==> config.mk <==
export PLATFORM = sky130hd
export DESIGN_NAME = semafor_monitor
export DESIGN_NICKNAME = d
export VERILOG_FILES = /design/src/rtl/semafor_monitor.sv
export SDC_FILE = /design/constraint.sdc
export NUM_CORES = 1
export LEC_CHECK = 0
export BUFFER_PORTS_ARGS = -buffer_cell sky130_fd_sc_hd__buf_4
export CAP_MARGIN = 25
export CORE_ASPECT_RATIO = 0.6
export CORE_MARGIN = 3
export CORE_UTILIZATION = 48
export DETAILED_ROUTE_END_ITERATION = 10
export PLACE_DENSITY = 0.72
export SLEW_MARGIN = 20
export SYNTH_ARGS = -nofsm -noshare
export SYNTH_HDL_FRONTEND = slang
export SYNTH_SLANG_ARGS = --single-unit
==> constraint.sdc <==
create_clock -name clk -period 2.1 [get_ports clk]
set_input_delay 0.21 -clock clk [delete_from_list [all_inputs] [get_ports clk]]
set_output_delay 0.21 -clock clk [all_outputs]
set_load 0.02 [all_outputs]
==> src/rtl/semafor_monitor.sv <==
// rtl/semafor_monitor.sv - traffic-light lamp sequence monitor
//
// Tracks the car lamp phase (RED -> GREEN -> YELLOW -> RED). It measures
// how long each phase lasts, counts completed cycles and raises sticky
// error flags.
//
// Ports:
//   clk, rst_n          clock, asynchronous active-low reset
//   rosu_i/galben_i/verde_i   car red/yellow/green lamps
//   rosu_p_i/verde_p_i        pedestrian red/green lamps
//   err_clr_i           synchronous clear of sticky error flags
//   phase_o             tracked phase: 00 INIT, 01 RED, 10 GREEN, 11 YELLOW
//   dur_last_o          duration in cycles of the last completed phase
//   dur_valid_o         one-cycle pulse when dur_last_o updates
//   cycle_cnt_o         completed RED->GREEN->YELLOW->RED cycles (wraps)
//   err_lamp_o, err_seq_o, err_conflict_o   sticky error flags
//   err_any_o           OR of the error flags
module semafor_monitor #(
  parameter int WIDTH = 6,
  parameter int CYC_W = 8
) (
  input  logic             clk,
  input  logic             rst_n,
  input  logic             rosu_i,
  input  logic             galben_i,
  input  logic             verde_i,
  input  logic             rosu_p_i,
  input  logic             verde_p_i,
  input  logic             err_clr_i,
  output logic [1:0]       phase_o,
  output logic [WIDTH-1:0] dur_last_o,
  output logic             dur_valid_o,
  output logic [CYC_W-1:0] cycle_cnt_o,
  output logic             err_lamp_o,
  output logic             err_seq_o,
  output logic             err_conflict_o,
  output logic             err_any_o
);

  typedef enum logic [1:0] {
    S_INIT   = 2'b00,
    S_RED    = 2'b01,
    S_GREEN  = 2'b10,
    S_YELLOW = 2'b11
  } state_e;

  state_e           state_q, state_d;
  state_e           car_state, succ_state;
  logic [WIDTH-1:0] cnt_q, cnt_d;
  logic [WIDTH-1:0] dur_last_q, dur_last_d;
  logic             dur_valid_q, dur_valid_d;
  logic [CYC_W-1:0] cyc_q, cyc_d;
  logic             err_lamp_q, err_lamp_d;
  logic             err_seq_q, err_seq_d;
  logic             err_conf_q, err_conf_d;
  logic             car_valid, ped_valid;
  logic             det_lamp, det_seq, det_conf;

  // Lamp decode and the legal successor of the current phase
  always_comb begin
    car_valid = 1'b1;
    car_state = S_INIT;
    case ({rosu_i, galben_i, verde_i})
      3'b100:  car_state = S_RED;
      3'b001:  car_state = S_GREEN;
      3'b010:  car_state = S_YELLOW;
      default: car_valid = 1'b0;
    endcase
    ped_valid = rosu_p_i ^ verde_p_i;
    det_conf  = verde_p_i & (verde_i | galben_i);
    case (state_q)
      S_RED:    succ_state = S_GREEN;
      S_GREEN:  succ_state = S_YELLOW;
      S_YELLOW: succ_state = S_RED;
      default:  succ_state = S_INIT;
    endcase
  end

  always_comb begin
    state_d     = state_q;
    cnt_d       = cnt_q;
    dur_last_d  = dur_last_q;
    dur_valid_d = 1'b0;
    cyc_d       = cyc_q;
    det_lamp    = 1'b0;
    det_seq     = 1'b0;
    if (!car_valid || !ped_valid) begin
      // Broken lamp pattern: abandon the phase without reporting a duration
      det_lamp = 1'b1;
      state_d  = S_INIT;
      cnt_d    = '0;
    end else if (state_q == S_INIT) begin
      state_d = car_state;
      cnt_d   = WIDTH'(1);
    end else if (car_state == state_q) begin
      if (cnt_q != {WIDTH{1'b1}}) cnt_d = cnt_q + WIDTH'(1);
    end else begin
      // Phase change between two real phases: legal or not, report it
      dur_last_d  = cnt_q;
      dur_valid_d = 1'b1;
      state_d     = car_state;
      cnt_d       = WIDTH'(1);
      if (car_state != succ_state) det_seq = 1'b1;
      else if (state_q == S_YELLOW) cyc_d = cyc_q + CYC_W'(1);
    end
    // A fresh detection overrides a simultaneous clear
    err_lamp_d = (err_lamp_q & ~err_clr_i) | det_lamp;
    err_seq_d  = (err_seq_q & ~err_clr_i) | det_seq;
    err_conf_d = (err_conf_q & ~err_clr_i) | det_conf;
  end

  always_ff @(posedge clk or negedge rst_n) begin
    if (!rst_n) begin
      state_q     <= S_INIT;
      cnt_q       <= '0;
      dur_last_q  <= '0;
      dur_valid_q <= 1'b0;
      cyc_q       <= '0;
      err_lamp_q  <= 1'b0;
      err_seq_q   <= 1'b0;
      err_conf_q  <= 1'b0;
    end else begin
      state_q     <= state_d;
      cnt_q       <= cnt_d;
      dur_last_q  <= dur_last_d;
      dur_valid_q <= dur_valid_d;
      cyc_q       <= cyc_d;
      err_lamp_q  <= err_lamp_d;
      err_seq_q   <= err_seq_d;
      err_conf_q  <= err_conf_d;
    end
  end

  assign phase_o        = state_q;
  assign dur_last_o     = dur_last_q;
  assign dur_valid_o    = dur_valid_q;
  assign cycle_cnt_o    = cyc_q;
  assign err_lamp_o     = err_lamp_q;
  assign err_seq_o      = err_seq_q;
  assign err_conflict_o = err_conf_q;
  assign err_any_o      = err_lamp_q | err_seq_q | err_conf_q;

endmodule

==> results of run 1 <==
## per-layer routing
layer / up-vias / global-route usage [%]
li1: 523 / -
met1: 501 / 23.01
met2: 33 / 26.00
met3: 2 / 5.128
met4: 0 / 3.191
met5: - / 0
## metrics by stage
step | instance area (µm²) | hold slack (ns) | total power [µW] | utilization (%) | setup WS [ns]
after floorplan | 1374 | -0.08559 | 626.9 | - | 0.03653
after global placement | 1639 | 0.1294 | 685.5 | 63.22 | 0.1264
after detailed placement | 1639 | 0.1342 | 690.5 | 63.22 | 0.1199
after CTS | 1720 | 0.1181 | 1108 | 66.36 | 0.09442
after global routing | 1738 | 0.1421 | 1138 | 67.04 | 0.001684
final | 1738 | 0.1220 | 1096 | 67.04 | 0.1057
## power by group through the flow
stage	Combinational [µW]	Clock, µW	Sequential, µW
final	159	415	523
after detailed placement	158	0	533
after floorplan	76.6	0	550
after CTS	159	426	523
after global placement	153	0	532
after global routing	174	439	524
## final timing paths
path / slack [ns] / depth (start not counted) / to
max: 0.11 / 7 / cycle_cnt_o[4]$_DFFE_PN0P_
min: 0.12 / 2 / err_lamp_o$_DFF_PN0_
max reg2reg: 0.11 / 7 / cycle_cnt_o[4]$_DFFE_PN0P_
min reg2reg: 0.47 / 1 / cycle_cnt_o[7]$_DFFE_PN0P_
max in group asynchronous: 1.48 / 2 / phase_o[0]$_DFFE_PN0P_
min in group asynchronous: 0.37 / 2 / dur_last_o[4]$_DFFE_PN0P_
## logic make-up after synthesis
family | after synthesis | share of synthesized area, %
adder cells (fa/ha/maj) | 6 | 5.341
flip-flops | 26 | 47.88
XOR/XNOR | 13 | 8.379
AO/OA/AOI/OAI | 16 | 7.551
multiplexers | 9 | 7.274
buffers and inverters | 10 | 3.315
AND/OR/NAND/NOR | 51 | 20.26
## worst register-to-register path: stages (launching register included)
cell and delay, ns:
dfrtp_2 0.42, inv_2 0.08, ha_4 0.22, or3b_1 0.36, a21oi_2 0.17, nand2_2 0.11, or3_1 0.38, xnor2_1 0.13
## timing repair
action | CTS | global route
resized for setup | 0 | 3
hold buffers | 1 | 0
endpoints found under the setup margin | 0 | 3
hold endpoints to repair | 26 | 0
## state kept, by name, summed over array words and instances, names as in the netlist
name / cells
phase_o: 2
cnt_q: 6
err_seq_o: 1
dur_valid_o: 1
err_lamp_o: 1
dur_last_o: 6
err_conflict_o: 1
cycle_cnt_o: 8
## placed cells by master (no fill, tap or decap), types with 2 or more instances in the layout
cell      instances
nand3_1           3
ha_1              4
a21oi_1           2
nor2_1           12
inv_1             5
dfrtp_1          24
clkbuf_8          3
nor3b_1           2
buf_4            33
o21ai_0           5
nand2_1           8
or3_1             2
dfrtp_2           2
mux2i_1           2
nand2b_1          3
xnor2_1           6
nand3b_1          3
nor3_1            7
mux2_2            6
and3_1            2
a22oi_1           3
xor2_1            7
## layout make-up
| class | instances | area share [%] |
|---|---|---|
| tap | 32 | 2.304 |
| sequential | 26 | 37.58 |
| clock inverter | 1 | 1.728 |
| multi-input combinational | 95 | 39.88 |
| clock buffer | 3 | 2.376 |
| inverter | 6 | 1.296 |
| timing repair buffer | 34 | 14.83 |
==> summary.txt, run 1 <==
Worst hold path
  – Worst Hold Class: in -> reg
  – Hold path startpoint: err_clr_i

Placed design
  – IO Port Bufs: 28
  – Dpl hpwl: 2.145 mm
  – Placed insts: 192
  – Gpl congestion: 0.8313

Synthesis
  – Synth Area per Inst: 10.37 µm²
  – Seq/Total Area, Yosys: 47.88%
  – Synth top area share: 47.88%
  – Mapped Nets: 144
  – Top_reg_cell synth: dfrtp_1
  – Most frequent cells after synthesis: dfrtp_1 (26), nor2_1 (12), nand2_1 (9), nor3_1 (7), xor2_1 (7)
  – Most common cell in the netlist: dfrtp_1
  – Top cells by area, synth: dfrtp_1 (48%), mux2_2 (5.0%), ha_1 (4.6%)
  – Area leader, netlist: dfrtp_1
  – Post-synth ARST share: 100.0%
  – Synthesis warning total: 0
  – Post-Syn Instances: 131
  – Synth cell types: 36
  – Cell Area, Synth: 0.001359 mm²
  – Yosys reg bits: 26
  – Number of synthesized flops with an enable pin: 0

Final layout
  – Fraction of layout cells with a size suffix above 1: 30.30%
  – Register area: 653.1 µm²
  – NumNets Final: 179
  – # fillers: 215
  – Cell Count, Final, Fillers Out: 197
  – Diodes inserted: 0
  – P&R area growth vs syn: 27.90%
  – Area occupied by multi-input gates: 693.2 µm²

Job
  – MaxCap Viol Count: 0

Power
  – Peak supply drop: 0.3722 mV
  – Combinational share of power: 14.5%
  – Seq pwr share: 47.7%
  – P_sw: 255.7 µW
  – Power density cells: 630.8 mW/mm²
  – Sw Ratio: 23.32%
  – P_leak: 0.0008582 µW
  – Internal power: 840.6 µW
  – Clk pwr share: 37.8%

Critical path
  – Crit-path leading delay family: simple AND/OR/NAND/NOR gates
  – Worst r2r src: phase_o[0]$_DFFE_PN0P_
  – Crit path buf inv count: 1
  – CP Cell Sequence: inv_2, ha_4, or3b_1, a21oi_2, nand2_2, or3_1, xnor2_1
  – CP required: 2.26 ns
  – Crit path DAT: 2.15 ns
  – Worst setup EP type: flip-flop
  – Max incr delay on CP: 0.42 ns
  – CP startpoint: phase_o[0]$_DFFE_PN0P_
  – CP Launch Type: flip-flop
  – Crit-path max FO: 5
  – Crit Path Category: reg -> reg
  – CP max-delay cell: dfrtp_2

Timing
  – RSZ-0062 raised after global routing: no
  – Slew headroom: 74.74%
  – Endpoints failing setup: 0
  – Peak Freq: 501.4 MHz
  – TNS Setup: 0 ns
  – Min Tclk post-route: 1.994 ns
  – Final clock skew: 0.01010 ns
  – Fin crit share: 94.97%
  – Final Hold Violating Endpoints: 0
  – Measured slew at the worst slew-check pin: 0.3778 ns
  – Slew Limit Fails: 0

Route
  – Via density: 5.376
  – Drt pass-1 iters: 4
  – WL/cell: 14.59 µm
  – ANT nets after route: 0
  – Met3 Routed Length: 125 µm
  – M1 WL: 1.451 mm
  – Vias: 1059
  – Initial DRC Count: 49
  – Top sig layer: met4
  – Routed Wire Length: 2.875 mm
  – Met2 routed WL: 1.286 mm
  – DRC errors left: 0

Global routing
  – Vias in the first global route: 914
  – Largest net degree at the start of global routing: 27
  – GRT Overall Usage: 16.57%
  – Total congestion overflow: 0
  – Initial antenna violation count: 0
  – First-pass GRT wire length: 4.284 mm

Outcome
  – Outcome: finished, final reports clean

CTS
  – TritonCTS clock tree: done
  – Total CTS buffers: 3
  – Clock-pin slew on the worst setup and hold paths: 0.10 ns
  – H-tree levels: 1
  – Skew-Pair Late Insertion Delay: 0.27 ns
  – Clock Tree Buf Depth: 2
  – Root Driver: clkbuf_8
  – CTS sink count: 26
  – Post CTS Setup Buffer Count: 0

Die
  – Die area: 0.003526 mm²
  – Rows: 14
  – Chip Height: 47.22 µm
  – Core footprint: 0.002592 mm²
  – Die W: 74.69 µm
  – # IOs: 29
  – Initial Util: 52.41%
Power figures use the tool's default switching activity.
==> run 2, diff against run 1 <==
CORE_UTILIZATION = 35   (was 48)
GPL_ROUTABILITY_DRIVEN = 0   (was unset)
PLACE_DENSITY = 0.55   (was 0.72)
==> summary.txt, run 2 (same netlist as run 1, synthesis figures left out) <==
Outcome
  – Outcome: finished, final reports clean

Global routing
  – Total congestion overflow: 0 (unchanged)
  – Vias in the first global route: 1060 (+16%)
  – Largest net degree at the start of global routing: 27 (unchanged)
  – GRT Overall Usage: 13.65% (-2.9 points)
  – Initial antenna violation count: 0 (unchanged)
  – First-pass GRT wire length: 4.919 mm (+15%)

Die
  – Die area: 0.004691 mm² (+33%)
  – Core footprint: 0.003483 mm² (+34%)
  – Chip Height: 54.27 µm (+15%)
  – Rows: 16 (+2)
  – Die W: 86.44 µm (+16%)
  – # IOs: 29 (unchanged)
  – Initial Util: 39.01% (-13 points)

Critical path
  – R2r setup slk: 0.11 ns (about the same)
  – Crit path DAT: 2.15 ns (about the same)
  – CP Launch Type: flip-flop
  – CP required: 2.26 ns (about the same)
  – Worst setup EP type: flip-flop
  – Crit-path max FO: 5 (unchanged)
  – Crit Path Category: reg -> reg
  – R2r endpoint: cycle_cnt_o[4]$_DFFE_PN0P_
  – Worst r2r src: phase_o[0]$_DFFE_PN0P_
  – Reg2Reg Depth: 7 (unchanged)

CTS
  – Skew-Pair Late Insertion Delay: 0.27 ns (about the same)
  – CTS sink count: 26 (unchanged)
  – Clock Tree Buf Depth: 2 (unchanged)
  – Clock-pin slew on the worst setup and hold paths: 0.09 ns (about the same)
  – TritonCTS clock tree: done
  – H-tree levels: 1 (unchanged)
  – Total CTS buffers: 3 (unchanged)
  – Root Driver: clkbuf_8

Worst hold path
  – Worst Hold Class: in -> reg
  – Hold EP: err_lamp_o$_DFF_PN0_
  – Cell count of the worst hold path: 2 (unchanged)
  – Hold path startpoint: err_clr_i

Route
  – ANT nets after route: 0 (unchanged)
  – Via density: 5.210 (-3.1%)
  – Met3 Routed Length: 221 µm (+77%)
  – M1 WL: 1.488 mm (+2.5%)
  – Vias: 1094 (+3.3%)
  – Initial DRC Count: 78 (+59%)
  – Drt pass-1 iters: 4 (unchanged)
  – WL/cell: 13.79 µm (-5.5%)
  – Routed Wire Length: 2.896 mm (+0.73%)
  – DRC errors left: 0 (unchanged)
  – Top sig layer: met4
  – Met2 routed WL: 1.177 mm (-8.5%)

Final layout
  – Most frequent cells in the layout: buf_4 (33), dfrtp_1 (24), nor2_1 (12)
  – Commonest non-fill, non-tap cell in the layout: buf_4
  – Fraction of layout cells with a size suffix above 1: 29.70% (-0.61 points)
  – NumNets Final: 179 (unchanged)
  – P&R area growth vs syn: 28.27%
  – Max FFs per register: 8 (unchanged)
  – Diodes inserted: 0 (unchanged)

Timing
  – Final clock skew: 0.007272 ns (-0.002824 ns)
  – Min Tclk post-route: 1.987 ns (-0.007628 ns)
  – TNS Setup: 0 ns (unchanged)
  – Peak Freq: 503.3 MHz (+0.38%)
  – Slew Limit Fails: 0 (unchanged)
  – Fin crit share: 94.61% (-0.36 points)
  – Measured slew at the worst slew-check pin: 0.4205 ns (+0.04267 ns)
  – Final Hold Violating Endpoints: 0 (unchanged)
  – Slew headroom: 71.88% (-2.9 points)
  – RSZ-0062 raised after global routing: no
  – Endpoints failing setup: 0 (unchanged)

Power
  – Peak supply drop: 0.5015 mV (+35%)
  – P_leak: 0.0008407 µW (-2.0%)
  – Pwr Total: 1092 µW (-0.39%)
  – Power density cells: 626.5 mW/mm² (-0.68%)

Placed design
  – Dpl hpwl: 2.192 mm (+2.2%)
  – IO Port Bufs: 28 (unchanged)

Job
  – MaxCap Viol Count: 0 (unchanged)
[run 2: metal layers]
metal	up-vias	GRT usage (%)
met2	37	21.07
met1	527	19.27
li1	528	-
met3	2	4.662
met4	0	1.554
met5	-	0
[run 2: power breakdown]
group          internal [µW]  switching, µW
Clock                    255            152
Combinational           71.6           88.8
Sequential               514           10.3
[run 2: how the worst max path moves through the flow]
stage / cells past startpoint / start / endpoint / slack [ns]
6_report: 7 / phase_o[0]$_DFFE_PN0P_ / cycle_cnt_o[4]$_DFFE_PN0P_ / 0.11
5_1_grt: 7 / phase_o[0]$_DFFE_PN0P_ / cycle_cnt_o[5]$_DFFE_PN0P_ / 0.0006
4_1_cts: 7 / phase_o[0]$_DFFE_PN0P_ / cycle_cnt_o[6]$_DFFE_PN0P_ / 0.08
3_5_place_dp: 7 / phase_o[0]$_DFFE_PN0P_ / cycle_cnt_o[6]$_DFFE_PN0P_ / 0.12
3_3_place_gp: 7 / phase_o[0]$_DFFE_PN0P_ / cycle_cnt_o[6]$_DFFE_PN0P_ / 0.15
2_1_floorplan: 7 / phase_o[0]$_DFFE_PN0P_ / cycle_cnt_o[4]$_DFFE_PN0P_ / 0.04
[run 2: worst max-delay path, cell delays in order (launching register included)]
cell and delay, ns:
dfrtp_2 0.42, inv_2 0.08, ha_4 0.22, or3b_1 0.37, a21oi_2 0.16, nand2_1 0.12, or3_1 0.38, xnor2_1 0.13
[run 2: what timing repair did]
action,CTS,global route
endpoints found under the hold margin,26,0
buffers inserted,0,0
endpoints found under the setup margin,0,1
hold buffers,1,0
gates resized for setup,0,1
[run 2: final cells by class]
| type | count | area, µm² |
|---|---|---|
| fillers | 343 | 1740 |
| flip-flops and latches | 26 | 653.1 |
| repair buffers | 34 | 257.7 |
| clock buffers | 3 | 41.29 |
| clock inverters | 1 | 30.03 |
| well taps | 45 | 56.30 |
| inverters | 6 | 22.52 |
| multi-input cells | 95 | 681.9 |
[run 2: metrics by stage]
step	std cells	worst slack [ns]	cell area, µm²	hold slack, ns	utilization (%)
floorplan	131	0.03653	1374	-0.08559	-
global placement	205	0.1509	1655	0.1351	47.52
detailed placement	205	0.1159	1655	0.1378	47.52
CTS	210	0.07808	1737	0.1336	49.86
global route	210	0.0005569	1743	0.1275	50.04
finish	210	0.1133	1743	0.1368	50.04
==> run 3, diff against run 2 <==
GPL_TIMING_DRIVEN = 0   (was unset)
==> summary.txt, run 3 (same netlist as run 1, synthesis figures left out) <==
Die
  – # IOs: 29 (unchanged)
  – Chip Height: 54.27 µm (unchanged)
  – Rows: 16 (unchanged)
  – Core footprint: 0.003483 mm² (unchanged)
  – Die area: 0.004691 mm² (unchanged)
  – Initial Util: 39.01% (unchanged)
  – Die W: 86.44 µm (unchanged)

CTS
  – Clock Tree Buf Depth: 2 (unchanged)
  – H-tree levels: 1 (unchanged)
  – Total CTS buffers: 3 (unchanged)
  – TritonCTS clock tree: done
  – Root Driver: clkbuf_8
  – Skew-Pair Late Insertion Delay: 0.27 ns (about the same)
  – CTS sink count: 26 (unchanged)
  – Clock-pin slew on the worst setup and hold paths: 0.09 ns (about the same)

Global routing
  – Total congestion overflow: 0 (unchanged)
  – Largest net degree at the start of global routing: 27 (unchanged)
  – GRT Overall Usage: 13.39% (-0.26 points)
  – First-pass GRT wire length: 4.816 mm (-2.1%)
  – Initial antenna violation count: 0 (unchanged)
  – Vias in the first global route: 983 (-7.3%)

Critical path
  – Crit-path max FO: 5 (unchanged)
  – CP required: 2.29 ns (+0.03 ns)
  – Crit path DAT: 2.20 ns (+0.05 ns)
  – Worst setup EP type: flip-flop
  – Reg2Reg Depth: 7 (unchanged)
  – Crit Path Category: reg -> reg
  – CP Launch Type: flip-flop

Timing
  – Peak Freq: 498.0 MHz (-1.1%)
  – Slew Limit Fails: 0 (unchanged)
  – Fin crit share: 95.62% (+1.0 points)
  – Min Tclk post-route: 2.008 ns (+0.02126 ns)
  – Final clock skew: 0.004013 ns (-0.003259 ns)
  – Slew headroom: 74.58% (+2.7 points)
  – Final Hold Violating Endpoints: 0 (unchanged)
  – Measured slew at the worst slew-check pin: 0.3786 ns (-0.04183 ns)
  – RSZ-0062 raised after global routing: yes
  – Endpoints failing setup: 0 (unchanged)
  – Post-route setup slack: 0.09203 ns (-0.02126 ns)

Placed design
  – Dpl hpwl: 2.216 mm (+1.1%)
  – IO Port Bufs: 28 (unchanged)
  – Pre-CTS setup slack: -0.03115 ns (-0.1471 ns)

Route
  – Initial DRC Count: 104 (+33%)
  – WL/cell: 13.96 µm (+1.2%)
  – Drt pass-1 iters: 5 (+1)
  – Via density: 5.136 (-1.4%)
  – Vias: 1099 (+0.46%)
  – Routed Wire Length: 2.987 mm (+3.1%)
  – ANT nets after route: 0 (unchanged)
  – DRC errors left: 0 (unchanged)

Final layout
  – Commonest non-fill, non-tap cell in the layout: buf_4
  – # fillers: 336 (-2.0%)
  – NumNets Final: 183 (+2.2%)
  – Fraction of layout cells with a size suffix above 1: 32.54% (+2.8 points)
  – Most frequent cells in the layout: buf_4 (33), dfrtp_1 (24), nor2_1 (12)
  – Register area: 653.1 µm² (unchanged)
  – Max FFs per register: 8 (unchanged)
  – Diodes inserted: 0 (unchanged)
  – P&R area growth vs syn: 29.83%
  – Area occupied by multi-input gates: 684.4 µm² (+0.37%)

Power
  – Pwr Total: 1011 µW (-7.5%)
  – Peak supply drop: 0.2319 mV (-54%)
  – P_leak: 0.0008531 µW (+1.5%)
  – Power density cells: 572.8 mW/mm² (-8.6%)

Worst hold path
  – Cell count of the worst hold path: 2 (unchanged)
  – Worst Hold Class: in -> reg

Job
  – MaxCap Viol Count: 0 (unchanged)

Outcome
  – Outcome: finished, final reports clean
## run 3: cell types whose count changed in the layout (fill, tap and decap cells not counted), sizes merged
cell / before / now
buf: 33 / 37
bufinv: 1 / 0
clkbuf: 3 / 4
## run 3: final cells by class
cell class | count | share of cell area, %
Buffer | 4 | 1.277
Tap cell | 45 | 3.191
Clock buffer | 4 | 3.121
Sequential cell | 26 | 37.02
Timing Repair Buffer | 34 | 15.32
Inverter | 6 | 1.277
Multi-Input combinational cell | 95 | 38.79
## run 3: per-stage QoR
step,cell area (µm²),util [%],hold WS (ns),instances,TNS [ns]
CTS,1713,49.17,0.1382,210,0
detailed placement,1640,47.09,0.1377,204,-0.06163
global route,1764,50.65,0.1359,214,-0.01289
floorplan,1374,-,-0.08559,131,0
finish,1764,50.65,0.1382,214,0
global placement,1640,47.09,0.1374,204,-0.008342
## run 3: worst paths after layout
check	to	from	slack (ns)
max	cycle_cnt_o[6]$_DFFE_PN0P_	phase_o[0]$_DFFE_PN0P_	0.09
min	err_seq_o$_DFF_PN0_	err_clr_i	0.14
max reg2reg	cycle_cnt_o[6]$_DFFE_PN0P_	phase_o[0]$_DFFE_PN0P_	0.09
min reg2reg	cycle_cnt_o[7]$_DFFE_PN0P_	cycle_cnt_o[7]$_DFFE_PN0P_	0.48
max in group asynchronous	phase_o[0]$_DFFE_PN0P_	rst_n	1.45
min in group asynchronous	dur_last_o[4]$_DFFE_PN0P_	rst_n	0.39
## run 3: repair_timing
item,4_1_cts,5_1_grt
pin swaps,1,2
endpoints found under the setup margin,3,4
hold buffers,1,0
hold endpoints to repair,26,0
buffers inserted,1,4
resized for setup,0,3
## run 3: routing by layer
layer	vias up	GRT usage, %	share of wire (%)
li1	531	-	-
met1	536	19.12	49
met2	32	20.05	43
met3	0	4.962	7.4
met4	0	1.554	0
met5	-	0	0
## run 3: power breakdown
part	leakage [µW]	switching, µW	internal [µW]	total [µW]
clock network	0.0000288	150	167	317
logic	0.000474	88.5	78.8	167
registers	0.000351	11.5	514	526
total	0.000853	250	761	1010
## run 3: worst max-delay path: stages (launching register included)
cell and delay, ns:
dfrtp_2 0.44, inv_2 0.08, ha_4 0.22, or3b_1 0.37
a21oi_2 0.20, nand2_2 0.11, nor4_1 0.33, xor2_1 0.18
